File: config.mk
export PLATFORM = sky130hd
export DESIGN_NAME = uart_rx_ctrl
export DESIGN_NICKNAME = d
export VERILOG_FILES = /design/src/rtl/uart_pkg.sv /design/src/rtl/rx_char_fifo.sv /design/src/rtl/uart_rx_ctrl.sv
export SDC_FILE = /design/constraint.sdc
export NUM_CORES = 1
export LEC_CHECK = 0
export ABC_AREA = 1
export CORE_AREA = 2 2 82 84
export CTS_CLUSTER_DIAMETER = 40
export DETAILED_ROUTE_END_ITERATION = 12
export DIE_AREA = 0 0 84 86
export DONT_BUFFER_PORTS = 1
export GPL_TIMING_DRIVEN = 0
export PLACE_DENSITY_LB_ADDON = 0.08
export SLEW_MARGIN = 40
export SYNTH_ARGS = -nofsm -noshare
export SYNTH_HDL_FRONTEND = slang
export SYNTH_SLANG_ARGS = --single-unit
export TNS_END_PERCENT = 100
File: constraint.sdc
create_clock -name clk -period 3.2 [get_ports clk]
set_input_delay 0.96 -clock clk [delete_from_list [all_inputs] [get_ports clk]]
set_output_delay 0.96 -clock clk [all_outputs]
set_load 0.02 [all_outputs]
File: src/rtl/uart_pkg.sv
// Shared constants for the UART receive-side controller: register map and STATUS bit layout.
package uart_pkg;

  localparam logic [1:0] UART_REG_STATUS  = 2'd0;
  localparam logic [1:0] UART_REG_DATA    = 2'd1;
  localparam logic [1:0] UART_REG_CONTROL = 2'd2;

  localparam int unsigned STATUS_RX_READY  = 0;
  localparam int unsigned STATUS_OVERRUN   = 1;
  localparam int unsigned STATUS_COUNT_LSB = 8;

endpackage

File: src/rtl/rx_char_fifo.sv
// Synchronous character FIFO with combinational head output.
// A push while full is accepted only when a pop happens in the same cycle.
module rx_char_fifo #(
  parameter int unsigned WIDTH = 8,
  parameter int unsigned DEPTH = 8,
  localparam int unsigned AW = $clog2(DEPTH)
) (
  input  logic             clk,
  input  logic             reset,
  input  logic             push,
  input  logic             pop,
  input  logic [WIDTH-1:0] push_data,
  output logic [WIDTH-1:0] pop_data,
  output logic             full,
  output logic             empty,
  output logic [AW:0]      count
);

  localparam logic [AW:0]   CountOne  = (AW+1)'(1);
  localparam logic [AW:0]   CountFull = (AW+1)'(DEPTH);
  localparam logic [AW-1:0] PtrOne    = AW'(1);

  logic [WIDTH-1:0] mem_q [DEPTH];
  logic [AW-1:0]    wr_ptr_q, wr_ptr_d, rd_ptr_q, rd_ptr_d;
  logic [AW:0]      count_q, count_d;
  logic             do_push, do_pop;

  assign full     = (count_q == CountFull);
  assign empty    = (count_q == '0);
  assign count    = count_q;
  assign pop_data = mem_q[rd_ptr_q];

  assign do_pop  = pop && !empty;
  assign do_push = push && (!full || do_pop);

  always_comb begin
    wr_ptr_d = wr_ptr_q;
    rd_ptr_d = rd_ptr_q;
    count_d  = count_q;
    if (do_push) wr_ptr_d = wr_ptr_q + PtrOne;
    if (do_pop)  rd_ptr_d = rd_ptr_q + PtrOne;
    if (do_push && !do_pop)      count_d = count_q + CountOne;
    else if (!do_push && do_pop) count_d = count_q - CountOne;
  end

  always_ff @(posedge clk or posedge reset) begin
    if (reset) begin
      wr_ptr_q <= '0;
      rd_ptr_q <= '0;
      count_q  <= '0;
    end else begin
      wr_ptr_q <= wr_ptr_d;
      rd_ptr_q <= rd_ptr_d;
      count_q  <= count_d;
    end
  end

  // Storage needs no reset; occupancy is governed by the pointers and count.
  always_ff @(posedge clk) begin
    if (do_push) mem_q[wr_ptr_q] <= push_data;
  end

endmodule

File: src/rtl/uart_rx_ctrl.sv
// UART receive controller: character FIFO, overrun tracking, STATUS/DATA/CONTROL registers.
// Defining UART_RX_IRQ_EN adds the CONTROL irq_enable bit and the rx_irq output.
module uart_rx_ctrl
  import uart_pkg::*;
#(
  parameter int unsigned FIFO_DEPTH = 8
) (
  input  logic        clk,
  input  logic        reset,
  input  logic [7:0]  rx_char,
  input  logic        rx_char_valid,
  input  logic [1:0]  io_address,
  input  logic        io_read_en,
  input  logic        io_write_en,
  input  logic [31:0] io_write_data,
  output logic [31:0] io_read_data
`ifdef UART_RX_IRQ_EN
  ,
  output logic        rx_irq
`endif
);

  localparam int unsigned CW = $clog2(FIFO_DEPTH) + 1;
  localparam logic [CW-1:0] CountOne = CW'(1);

  logic [7:0]    head;
  logic          full, empty;
  logic [CW-1:0] count;
  logic          pop_req, accept, drop;
  logic          overrun_q, overrun_d;
  logic [31:0]   read_data_q, read_data_d;
  logic          unused_wdata;

  assign pop_req = io_read_en && (io_address == UART_REG_DATA) && !empty;
  assign accept  = rx_char_valid && (!full || pop_req);
  assign drop    = rx_char_valid && !accept;

  assign unused_wdata = ^io_write_data;

  rx_char_fifo #(
    .WIDTH (8),
    .DEPTH (FIFO_DEPTH)
  ) u_fifo (
    .clk       (clk),
    .reset     (reset),
    .push      (accept),
    .pop       (pop_req),
    .push_data (rx_char),
    .pop_data  (head),
    .full      (full),
    .empty     (empty),
    .count     (count)
  );

`ifdef UART_RX_IRQ_EN
  logic irq_enable_q, irq_enable_d;
  logic rx_irq_q, rx_irq_d;
  logic empty_next;

  // Occupancy after this edge, so the interrupt reflects the post-edge state.
  assign empty_next = !accept && (empty || (pop_req && (count == CountOne)));

  always_comb begin
    irq_enable_d = irq_enable_q;
    if (io_write_en && (io_address == UART_REG_CONTROL)) irq_enable_d = io_write_data[0];
    rx_irq_d = irq_enable_d && (!empty_next || overrun_d);
  end

  always_ff @(posedge clk or posedge reset) begin
    if (reset) begin
      irq_enable_q <= 1'b0;
      rx_irq_q     <= 1'b0;
    end else begin
      irq_enable_q <= irq_enable_d;
      rx_irq_q     <= rx_irq_d;
    end
  end

  assign rx_irq = rx_irq_q;
`else
  logic unused_count_one;
  assign unused_count_one = ^CountOne;
`endif

  always_comb begin
    overrun_d = overrun_q;
    if (io_write_en && (io_address == UART_REG_STATUS) && io_write_data[STATUS_OVERRUN]) begin
      overrun_d = 1'b0;
    end
    // A drop in the same cycle as a clear must win.
    if (drop) overrun_d = 1'b1;
  end

  always_comb begin
    read_data_d = read_data_q;
    if (io_read_en) begin
      read_data_d = '0;
      case (io_address)
        UART_REG_STATUS: begin
          read_data_d[STATUS_RX_READY]              = !empty;
          read_data_d[STATUS_OVERRUN]               = overrun_q;
          read_data_d[STATUS_COUNT_LSB +: CW]       = count;
        end
        UART_REG_DATA: begin
          if (!empty) read_data_d[7:0] = head;
        end
`ifdef UART_RX_IRQ_EN
        UART_REG_CONTROL: read_data_d[0] = irq_enable_q;
`endif
        default: read_data_d = '0;
      endcase
    end
  end

  always_ff @(posedge clk or posedge reset) begin
    if (reset) begin
      overrun_q   <= 1'b0;
      read_data_q <= '0;
    end else begin
      overrun_q   <= overrun_d;
      read_data_q <= read_data_d;
    end
  end

  assign io_read_data = read_data_q;

endmodule
# Yosys cells after proc, flatten, opt, wreduce, memory -nomap -nowiden
# Memories as Yosys holds them, arrays and structs flattened.
# Cells that the tools add are included.
dict set report classes {
  n_addsub 4
  n_eq_ne 2
  mux 10
  reduce_logical 21
}
# op n
set op_table {}
lappend op_table {{$mux 4} 3}
lappend op_table {{$logic_and 1x1->1} 10}
lappend op_table {{$mux 8} 1}
lappend op_table {{$add 3x1->3 const B} 2}
lappend op_table {{$mux 6} 1}
lappend op_table {{$logic_not 1->1} 5}
lappend op_table {{$add 4x1->4 const B} 1}
lappend op_table {{$eq 4x4->1 const B} 1}
lappend op_table {{$logic_not 4->1} 1}
lappend op_table {{$mux 1} 4}
lappend op_table {{$pmux 2 s2} 1}
lappend op_table {{$reduce_bool 2->1} 2}
lappend op_table {{$sub 4x1->4 const B} 1}
lappend op_table {{$eq 2x1->1 const B} 1}
lappend op_table {{$logic_not 2->1} 1}
lappend op_table {{$logic_or 1x1->1} 2}
dict set report word_totals {
  register_bits 23
  mem_bits_rw 64
  out_inout_bits 32
  word_cells 43
  mem_count 1
}
# name depth width read_ports rd_clocked_by_memory_dff wr line_no
set mem_list {}
lappend mem_list {u_fifo.mem_q 8 8 1 0 1 rx_char_fifo.sv:23} ;# logic [WIDTH-1:0] mem_q [DEPTH];

# Depth between registers and ports, before layout
# Gate-level depths: netlist of the first run.
dict set report logic_depth {
  depth_word 10
  depth_mapped 18
  depth_no_buf 18
}

# By module
# Synthesis of the first run repeated with hierarchy kept, for this count alone.
dict set report hier_totals {
  hier_cells 455
  area_unflattened_um2 4132.7
}
# mod instances cells_per_inst area_per_inst_um2 seq_area_each_um2
set by_module_without_submodules {}
lappend by_module_without_submodules {rx_char_fifo 1 365 3413.3 2172.1}
lappend by_module_without_submodules {uart_rx_ctrl 1 90 719.4 325.3}

# Least setup slack after synthesis of the first run
# OpenSTA, ideal clock, no wires.
dict set report synth_timing {
  kind {input-to-reg}
  startpoint {input io_address[1]}
  endpoint {register u_fifo.count_q[3], in the netlist u_fifo.count[3]}
  arrival_time_ns 2.589
  required_time_ns 3.084
  slack_ns 0.494
  path_stages 18
  path_buffers 0
  cell_sequence {inv_1 nand2_1 inv_1 nand3_4 nand3_4 nand2_4 inv_1 ha_1 inv_1 ha_1 nand2_1 inv_1 o21ai_0 nand2_1 nand2_1 nand2_1 nand2_1 nand2_1}
}
dict set report synth_via {
  elab_chain_len 9
}
# element line_no
set synth_lines {}
lappend synth_lines {{from (decl)} uart_rx_ctrl.sv:12} ;# input logic [1:0] io_address,
lappend synth_lines {{$eq 2x1->1 (*)} uart_rx_ctrl.sv:34} ;# assign pop_req = io_read_en && (io_address == UART_REG_DATA) && !empty;
lappend synth_lines {{$logic_and 1x1->1 (*) (2 in a row)} uart_rx_ctrl.sv:34}
lappend synth_lines {{$logic_or 1x1->1 or $logic_and 1x1->1 (tied branches)} {uart_rx_ctrl.sv:35, rx_char_fifo.sv:33}}
lappend synth_lines {{$logic_and 1x1->1 or $logic_or 1x1->1 (tied branches)} {uart_rx_ctrl.sv:35, rx_char_fifo.sv:34}}
lappend synth_lines {{$logic_and 1x1->1 (*)} rx_char_fifo.sv:34} ;# assign do_push = push && (!full || do_pop);
lappend synth_lines {{net u_fifo.do_push} rx_char_fifo.sv:26} ;# logic do_push, do_pop;
lappend synth_lines {{$logic_not 1->1} rx_char_fifo.sv:43} ;# else if (!do_push && do_pop) count_d = count_q - CountOne;
lappend synth_lines {{$logic_and 1x1->1} rx_char_fifo.sv:43}
lappend synth_lines {{$reduce_bool 2->1 (no source line)} -}
lappend synth_lines {{to (signal assigned)} rx_char_fifo.sv:54} ;# count_q <= count_d;
lappend synth_lines {{to (decl)} rx_char_fifo.sv:25} ;# logic [AW:0] count_q, count_d;
# Mark *: on every way through the listed nets, which the timed path passes. The rest lies on a longest branch.
# A chain may end at the register's enable or synchronous reset.

# Worst setup path in the final report of the first run
# Ends and elaborated chain as after synthesis.

==> results of run 1 <==
## worst max-delay path, stage by stage
cell     delay [ns]
inv_1          0.10
nand2_1        0.06
inv_1          0.21
nand3_4        0.15
nand3_4        0.12
nand2_4        0.10
inv_1          0.07
ha_1           0.17
inv_1          0.09
ha_1           0.28
nand2_1        0.07
inv_1          0.03
o21ai_0        0.21
nand2_1        0.07
nand2_1        0.06
nand2_1        0.05
nand2_1        0.05
nand2_1        0.04
## sequential cells by signal (all words and copies together), names as in the netlist
name             count
io_read_data        12
u_fifo.count         4
u_fifo.wr_ptr_q      3
u_fifo.rd_ptr_q      3
u_fifo.mem_q        64
overrun_q            1
## area by class of cell
type | count | area [sq um] | share of cell area [%]
clock inverter | 7 | 85.1 | 2.00
inverter | 26 | 97.6 | 2.30
buffer | 32 | 218 | 5.13
sequential | 87 | 2500 | 58.8
multi-input combinational | 216 | 1130 | 26.6
clock buffer | 9 | 124 | 2.92
tap | 77 | 96.3 | 2.27
## cells in the final DEF (no fill, tap or decap), drive strengths merged
cell type / instances
o21ai: 27
xnor2: 2
fa: 1
edfxtp: 64
a21oi: 1
inv: 26
ha: 5
o2bb2ai: 1
buf: 28
nand4: 1
clkbuf: 13
nand3: 28
o211ai: 12
clkinv: 4
a31oi: 2
bufinv: 2
nand3b: 2
a32o: 4
nor2: 48
dfrtp: 23
xor2: 4
nand2: 58
conb: 20
clkinvlp: 1
## routing by layer
metal  wire length, microns  vias up
met5                      0        -
met4                    189        0
met3                    509       15
met2                   3780       84
met1                   3440     1176
li1                       -     1187
## cell usage after synthesis (all sizes together) (5+ instances only)
cell type and instances:
dfrtp 23, ha 5, buf 28, o21ai 27, edfxtp 64, nand3 28
inv 25, o211ai 12, nand2 58, nor2 48
## report_power, final
group / leakage (uW) / switching [uW] / internal, uW / total [uW]
clock: 0.000102 / 387 / 433 / 820
combinational: 0.000767 / 753 / 397 / 1150
sequential: 0.000874 / 186 / 1430 / 1620
total: 0.00174 / 1330 / 2260 / 3590
## kinds of logic after synthesis
group / count (synthesis) / share of synthesized area [%]
buf+inv: 58 / 8.19
flops: 87 / 64.8
fa+ha+maj: 6 / 2.14
other cells: 1 / 0.0974
xor+xnor: 6 / 1.36
compound gates: 47 / 7.57
simple gates: 137 / 15.8
## stage by stage
stage / hold WS [ns] / instances
floorplan: 0.456 / 361
global placement: 0.477 / 438
detailed placement: 0.487 / 438
CTS: 0.507 / 454
global route: 0.525 / 454
finish: 0.489 / 454
## final timing paths
check                           startpoint         endpoint  slack [ns]  cells after the start
setup / recovery             io_address[1]  u_fifo.count[3]        0.53                     18
hold / removal                       reset  io_read_data[6]        0.49                      1
setup reg to reg           u_fifo.count[0]  u_fifo.count[3]        0.71                     17
hold reg to reg                  overrun_q        overrun_q        0.51                      1
max in group asynchronous            reset  u_fifo.count[3]        2.36                      1
min in group clk                 overrun_q        overrun_q        0.51                      1
==> results.cfg, run 1 <==
[status]
run_status = finished clean

[routing]
first_pass_iters = 4
ant_nets = 0
drt_drc_violations_left = 0
avgViaCountPerCell = 5.42
first_iter_violations = 253
wl_per_cell_microns = 17.4
route.final.wire_length_mm = 7.91
routed-via-count = 2462

[timing]
slew_headroom_pct = 58.8
finalCritPeriodShare_pct = 83.4
rsz0062_at_grt = no
max_freq_ghz = 0.375
setup_tns_ns = 0
setup_violations = 0
slew_violations = 0
tightest_slew_ns = 0.617
layout_setup_ws_ns = 0.530
fin_skew_ns = 0.0121
period_needed_ns = 2.67
finalHoldViolCount = 0

[die]
io_pins = 79
die_w_microns = 84
start_util_pct = 61.4
core-area_sq_um = 6280
die_h_microns = 86
die_area_sq_um = 7220
rows = 29

[synth]
netlist_area_sq_um = 3850
yosysTopAreaCellShare_pct = 49.9
synth_edf_count = 64
seq_area_frac_synth_pct = 64.8
synth-main-ff-cell = edfxtp_1
synthTopCellsByArea = edfxtp_1, dfrtp_1, nand2_1
ys.warnings.count = 0
async_reset_ff_share_pct = 26.4
synth.avg_cell_area_sq_um = 11.3
synth_cell_types = 31
yosys.area.top_type = edfxtp_1
synth.ff_latch_count = 87
synth_cells = 342

[clock_tree]
numCtsBuffers = 9
cts_setup_buffers = 0
cts_buffer_depth = 2
tritoncts = done
clkTransAtPathRegs_ns = 0.09
clk_latency_ns = 0.36
cts_hold_buf = 0
htree_levels = 3
cts_resized = 0
root_buffer = clkbuf_8
cts.sinks = 87

[power_and_ir_drop]
peakVddDrop_uv = 424
pwr_density_cell_nw_per_um2 = 845
power.total_uw = 3590
p_leak_uw = 0.00174

[worst_setup_path]
critPathCaptureType = register
required_ns = 3.45
startpoint_type = primary input
arrival_ns = 2.92
critPathKind = in2reg
crit_fanout = 8

[global_routing]
grt_pass1_wl_mm = 12.2
gr-usage-met2_pct = 36.5
antenna_found_initial = 0
grt_busiest_layer = met2
grt_max_degree = 24
use_met3_pct = 4.62
gr-usage-met1_pct = 31.3
grtUsageTotal_pct = 23.1
grt_pass1_vias = 2352
grt-ovfl-total = 0

[final_layout]
drive_above_1_share_pct = 15.6
nNetsFinal = 425
final_core_util_pct = 67.7
area_growth_pct = 10.3
fin_area_sq_um = 4250
diodes = 0
fill_cells = 481

[place]
port_buffers = 0
place_ws_ns = 0.155
dp_hpwl_mm = 5.20
routabilityCongestion = 0.825
place_area_sq_um = 4030

[worst_hold_path]
hold_path.class = in2async

[run]
drv_cap = 0
(Power assumes the default switching activity.)
==> run 2: changes to the inputs <==
CORE_AREA = 2 2 86 88   (was 2 2 82 84)
DIE_AREA = 0 0 88 90   (was 0 0 84 86)
clock period = 2.4 ns   (was 3.2 ns; I/O delays follow)
==> results.cfg, run 2 (same netlist as run 1, synthesis figures left out) <==
[timing]
max_freq_ghz = 0.451
tightest_slew_ns = 0.642
finalHoldViolCount = 0
rsz0062_at_grt = no
slew_violations = 0
fin_skew_ns = 0.00916
setup_violations = 0
finalCritPeriodShare_pct = 92.3
slew_headroom_pct = 57.2
period_needed_ns = 2.22

[routing]
first_pass_iters = 4
route.final.wire_length_mm = 7.90
ant_nets = 0
routed-via-count = 2475
first_iter_violations = 185
wl_per_cell_microns = 16.4
avgViaCountPerCell = 5.12
drt_drc_violations_left = 0

[final_layout]
largest_reg_flops = 64
diodes = 0
drive_above_1_share_pct = 19.0
nNetsFinal = 432
multi_input_comb_area_sq_um = 1140
seq_area_sq_um = 2500
fin_cells = 483
area_growth_pct = 11.8
fin_area_sq_um = 4310
regMostFlops = u_fifo.mem_q
final_common_cell = edfxtp_1
fill_cells = 577
layout_common_cells = edfxtp_1, nand2_1, nor2_1, buf_4, o21ai_0

[clock_tree]
clkTransAtPathRegs_ns = 0.09
tritoncts = done
htree_levels = 3
root_buffer = clkbuf_8
numCtsBuffers = 9
cts_hold_buf = 0
cts_buffer_depth = 2
clk_latency_ns = 0.35
cts.sinks = 87

[global_routing]
grt_pass1_vias = 2322
antenna_found_initial = 0
grtUsageTotal_pct = 21.0
grt-ovfl-total = 0
grt_max_degree = 24
grt_pass1_wl_mm = 12.2

[worst_setup_path]
r2r-start = u_fifo.count[1]
crit_fanout = 8
reg2reg_to = u_fifo.count[3]
arrival_ns = 2.46
ff2ff_setup_slack_ns = 0.18
worstRegToRegCells = 17
critPathCaptureType = register
critPathKind = reg2reg
required_ns = 2.64
startpoint_type = register

[worst_hold_path]
hold_path.class = in2async

[power_and_ir_drop]
pwr_density_cell_nw_per_um2 = 1090
peakVddDrop_uv = 570
p_leak_uw = 0.00176

[place]
routabilityCongestion = 0.847
place_area_sq_um = 4060
placed_cells = 460
port_buffers = 0
dp_hpwl_mm = 5.13

[die]
rows = 31
die_h_microns = 90
start_util_pct = 54.9
io_pins = 79
die_w_microns = 88
core-area_sq_um = 7020
die_area_sq_um = 7920

[run]
drv_cap = 0

[status]
run_status = finished clean
==> run 2: worst max-delay path by stage <==
stage / start / endpoint / slack, ns / cells past startpoint
finish: u_fifo.count[1] / u_fifo.count[3] / 0.18 / 17
global route: u_fifo.count[1] / u_fifo.count[3] / 0.04 / 17
CTS: u_fifo.count[1] / u_fifo.count[3] / 0.008 / 17
detailed placement: io_address[1] / u_fifo.count[3] / -0.24 / 18
global placement: io_address[1] / u_fifo.mem_q[4][7] / -0.18 / 7
floorplan: io_address[1] / u_fifo.count[3] / 0.04 / 18
==> run 2: critical path, cell delays in order, from the launching register on <==
cell and delay, ns:
dfrtp_2 0.46, nor2_4 0.14, nand3_2 0.10, nand3_4 0.11, nand3_4 0.11, nand2_8 0.10
inv_1 0.05, ha_1 0.20, inv_2 0.08, ha_1 0.22, nand2_1 0.07, inv_1 0.05
o21ai_2 0.12, nand2_1 0.07, nand2_1 0.06, nand2_1 0.04, nand2_1 0.06, nand2_1 0.05
==> run 2: final cells by class <==
type | instances | share of cell area (%)
sequential | 87 | 58.1
multi-input combinational | 216 | 26.5
buffer | 32 | 5.06
clock buffer | 9 | 2.88
tap | 99 | 2.88
inverter | 26 | 2.27
timing repair buffer | 7 | 1.22
clock inverter | 7 | 1.10
==> run 2: stage by stage <==
| stage | utilization, % | worst slack, ns | setup TNS (ns) | hold slack, ns | total power, uW |
|---|---|---|---|---|---|
| finish | 61.3 | 0.184 | 0 | 0.259 | 4700 |
| global route | 61.3 | 0.0361 | 0 | 0.286 | 5010 |
| CTS | 60.3 | 0.00800 | 0 | 0.273 | 4610 |
| detailed placement | 57.8 | -0.244 | -2.88 | 0.489 | 3730 |
| global placement | 57.6 | -0.180 | -5.31 | 0.480 | 3670 |
| floorplan | - | 0.0355 | 0 | 0.456 | 3280 |
==> run 2: what timing repair did <==
| item | CTS | global route |
|---|---|---|
| pin swaps | 0 | 2 |
| gates resized for setup | 1 | 4 |
| cloned | 0 | 0 |
| setup endpoints to repair | 1 | 1 |
| buffers inserted | 0 | 7 |
==> run 2: per-layer routing <==
layer  up-vias  routed length (microns)  GRT usage [%]
li1       1201                        -              -
met1      1156                     3390           29.6
met2       103                     3710           32.2
met3        15                      639           4.13
met4         0                      163           8.21
met5         -                        0              0
==> run 2: power breakdown <==
part	leakage [uW]	switching (uW)	total, uW	internal, uW
logic	0.000800	1050	1660	604
registers	0.000872	237	2150	1910
clock network	0.0000832	524	899	375
total	0.00176	1810	4700	2890
==> run 3: changes to the inputs <==
--- a/config.mk
+++ b/config.mk
@@ -8,6 +8,6 @@
 export ABC_AREA = 1
-export CORE_AREA = 2 2 86 88
+export CORE_AREA = 2 2 66 114
 export CTS_CLUSTER_DIAMETER = 40
 export DETAILED_ROUTE_END_ITERATION = 12
-export DIE_AREA = 0 0 88 90
+export DIE_AREA = 0 0 68 116
 export DONT_BUFFER_PORTS = 1
--- a/constraint.sdc
+++ b/constraint.sdc
@@ -3,2 +3,2 @@
 set_output_delay 0.72 -clock clk [all_outputs]
-set_load 0.02 [all_outputs]
+set_load 0.01 [all_outputs]
==> results.cfg, run 3 (same netlist as run 1, synthesis figures left out) <==
[final_layout]
fin_cells = 468
regMostFlops = u_fifo.mem_q
layout_common_cells = edfxtp_1, nand2_1, nor2_1, buf_4, o21ai_0
final_common_cell = edfxtp_1
fill_cells = 555
fin_area_sq_um = 4380
area_growth_pct = 13.7
drive_above_1_share_pct = 18.8
diodes = 0
nNetsFinal = 432
largest_reg_flops = 64

[place]
placed_cells = 445
dp_hpwl_mm = 5.43
routabilityCongestion = 0.772
place_area_sq_um = 4050
port_buffers = 0

[clock_tree]
numCtsBuffers = 9
clk_latency_ns = 0.34
clkTransAtPathRegs_ns = 0.06
cts_buffer_depth = 2
htree_levels = 3
root_buffer = clkbuf_16
tritoncts = done
cts.sinks = 87

[worst_setup_path]
slowest_stage = dfrtp_2
startpoint_type = register
arrival_ns = 2.46
critPathCaptureType = register
path_cells = nor2_4 > nand3_2 > nand3_4 > nand3_4 > nand2_8 > inv_1 > ha_1 > inv_2 > ha_1 > nand2_1 > inv_1 > o21ai_2 > nand2_1 > nand2_1 > nand2_1 > nand2_1 > nand2_1
critPathKind = reg2reg
cp_slowest_stage_delay_ns = 0.44
cp_common_cell = nand2_1
crit_fanout = 8
required_ns = 2.63

[timing]
tightest_slew_ns = 0.643
period_needed_ns = 2.23
slew_headroom_pct = 57.1
rsz0062_at_grt = no
setup_violations = 0
slew_violations = 0
finalHoldViolCount = 0
finalCritPeriodShare_pct = 93.0
fin_skew_ns = 0.00607
max_freq_ghz = 0.448

[routing]
routed-via-count = 2458
first_iter_violations = 107
wl_per_cell_microns = 17.6
first_pass_iters = 4
drt_drc_violations_left = 0
route.final.wire_length_mm = 8.24
ant_nets = 0
avgViaCountPerCell = 5.25

[power_and_ir_drop]
p_leak_uw = 0.00180
peakVddDrop_uv = 764
pwr_density_cell_nw_per_um2 = 1140
power.total_uw = 4980

[global_routing]
grt_pass1_vias = 2375
grt_pass1_wl_mm = 12.4
grt_max_degree = 24
antenna_found_initial = 0
grt-ovfl-total = 0
grtUsageTotal_pct = 23.2

[worst_hold_path]
hold_path.class = in2async

[run]
drv_cap = 0

[die]
die_w_microns = 68
die_area_sq_um = 7890
start_util_pct = 55.8
die_h_microns = 116
io_pins = 79
rows = 40
core-area_sq_um = 6910

[status]
run_status = finished clean
-- run 3: cell types whose count changed in the layout (fill, tap and decap cells not counted) --
cell | before | now
inv_1 | 20 | 19
clkinv_4 | 2 | 1
clkinv_2 | 1 | 2
clkbuf_16 | 0 | 9
clkbuf_1 | 3 | 6
clkbuf_8 | 9 | 0
clkinvlp_2 | 1 | 0
inv_6 | 1 | 0
inv_2 | 5 | 6
clkinv_1 | 2 | 1
-- run 3: layout make-up --
type	count	area (sq um)	share of cell area (%)
Sequential cell	87	2500	57.1
Clock buffer	12	236	5.40
Multi-Input combinational cell	216	1140	26.1
Timing Repair Buffer	7	52.6	1.20
Inverter	26	97.6	2.23
Tap cell	84	105	2.40
Buffer	32	218	4.97
Clock inverter	4	26.3	0.600
-- run 3: per-layer routing --
metal / track usage (%) / wire (microns) / vias up
li1: - / - / 1206
met1: 25.1 / 3070 / 1151
met2: 40.5 / 4390 / 81
met3: 5.53 / 479 / 20
met4: 12.3 / 292 / 0
met5: 0 / 0 / -
-- run 3: repair_timing --
| item | CTS | global route |
|---|---|---|
| buffers inserted | 1 | 6 |
| cloned | 0 | 0 |
| endpoints found under the setup margin | 1 | 1 |
| hold buffers | 0 | 0 |
| gates resized for setup | 2 | 4 |
| pin swaps | 1 | 1 |
-- run 3: worst max-delay path: cells and delay by family, from the launching register on --
| kind | cells | cell delay [ns] |
|---|---|---|
| simple gates | 11 | 0.94 |
| compound gates | 1 | 0.11 |
| buf+inv | 3 | 0.19 |
| fa+ha+maj | 2 | 0.43 |
| flops | 1 | 0.44 |
-- run 3: path summary, 6_finish.rpt --
path                                  from                 end  slack, ns  cells after the start
max                        u_fifo.count[1]     u_fifo.count[3]       0.17                     17
min                                  reset     io_read_data[7]       0.30                      1
max reg2reg                u_fifo.count[1]     u_fifo.count[3]       0.17                     17
min reg2reg                      overrun_q           overrun_q       0.51                      1
max in group asynchronous            reset     u_fifo.count[0]       1.70                      1
min in group clk                rx_char[4]  u_fifo.mem_q[1][4]       0.47                      0
-- run 3: power by group --
part	internal (uW)	switching, uW	leakage (uW)
combinational	579	1030	0.000798
clock	700	543	0.000127
sequential	1920	212	0.000872
-- run 3: per-stage QoR --
step | TNS (ns) | setup WS [ns] | utilization (%) | hold slack (ns)
final | 0 | 0.167 | 63.4 | 0.305
after global routing | 0 | 0.0271 | 63.4 | 0.327
after CTS | 0 | 0.0240 | 62.6 | 0.306
after detailed placement | -0.394 | -0.261 | 58.6 | 0.498
after global placement | -6.42 | -0.205 | 58.3 | 0.488
after floorplan | 0 | 0.0355 | - | 0.456
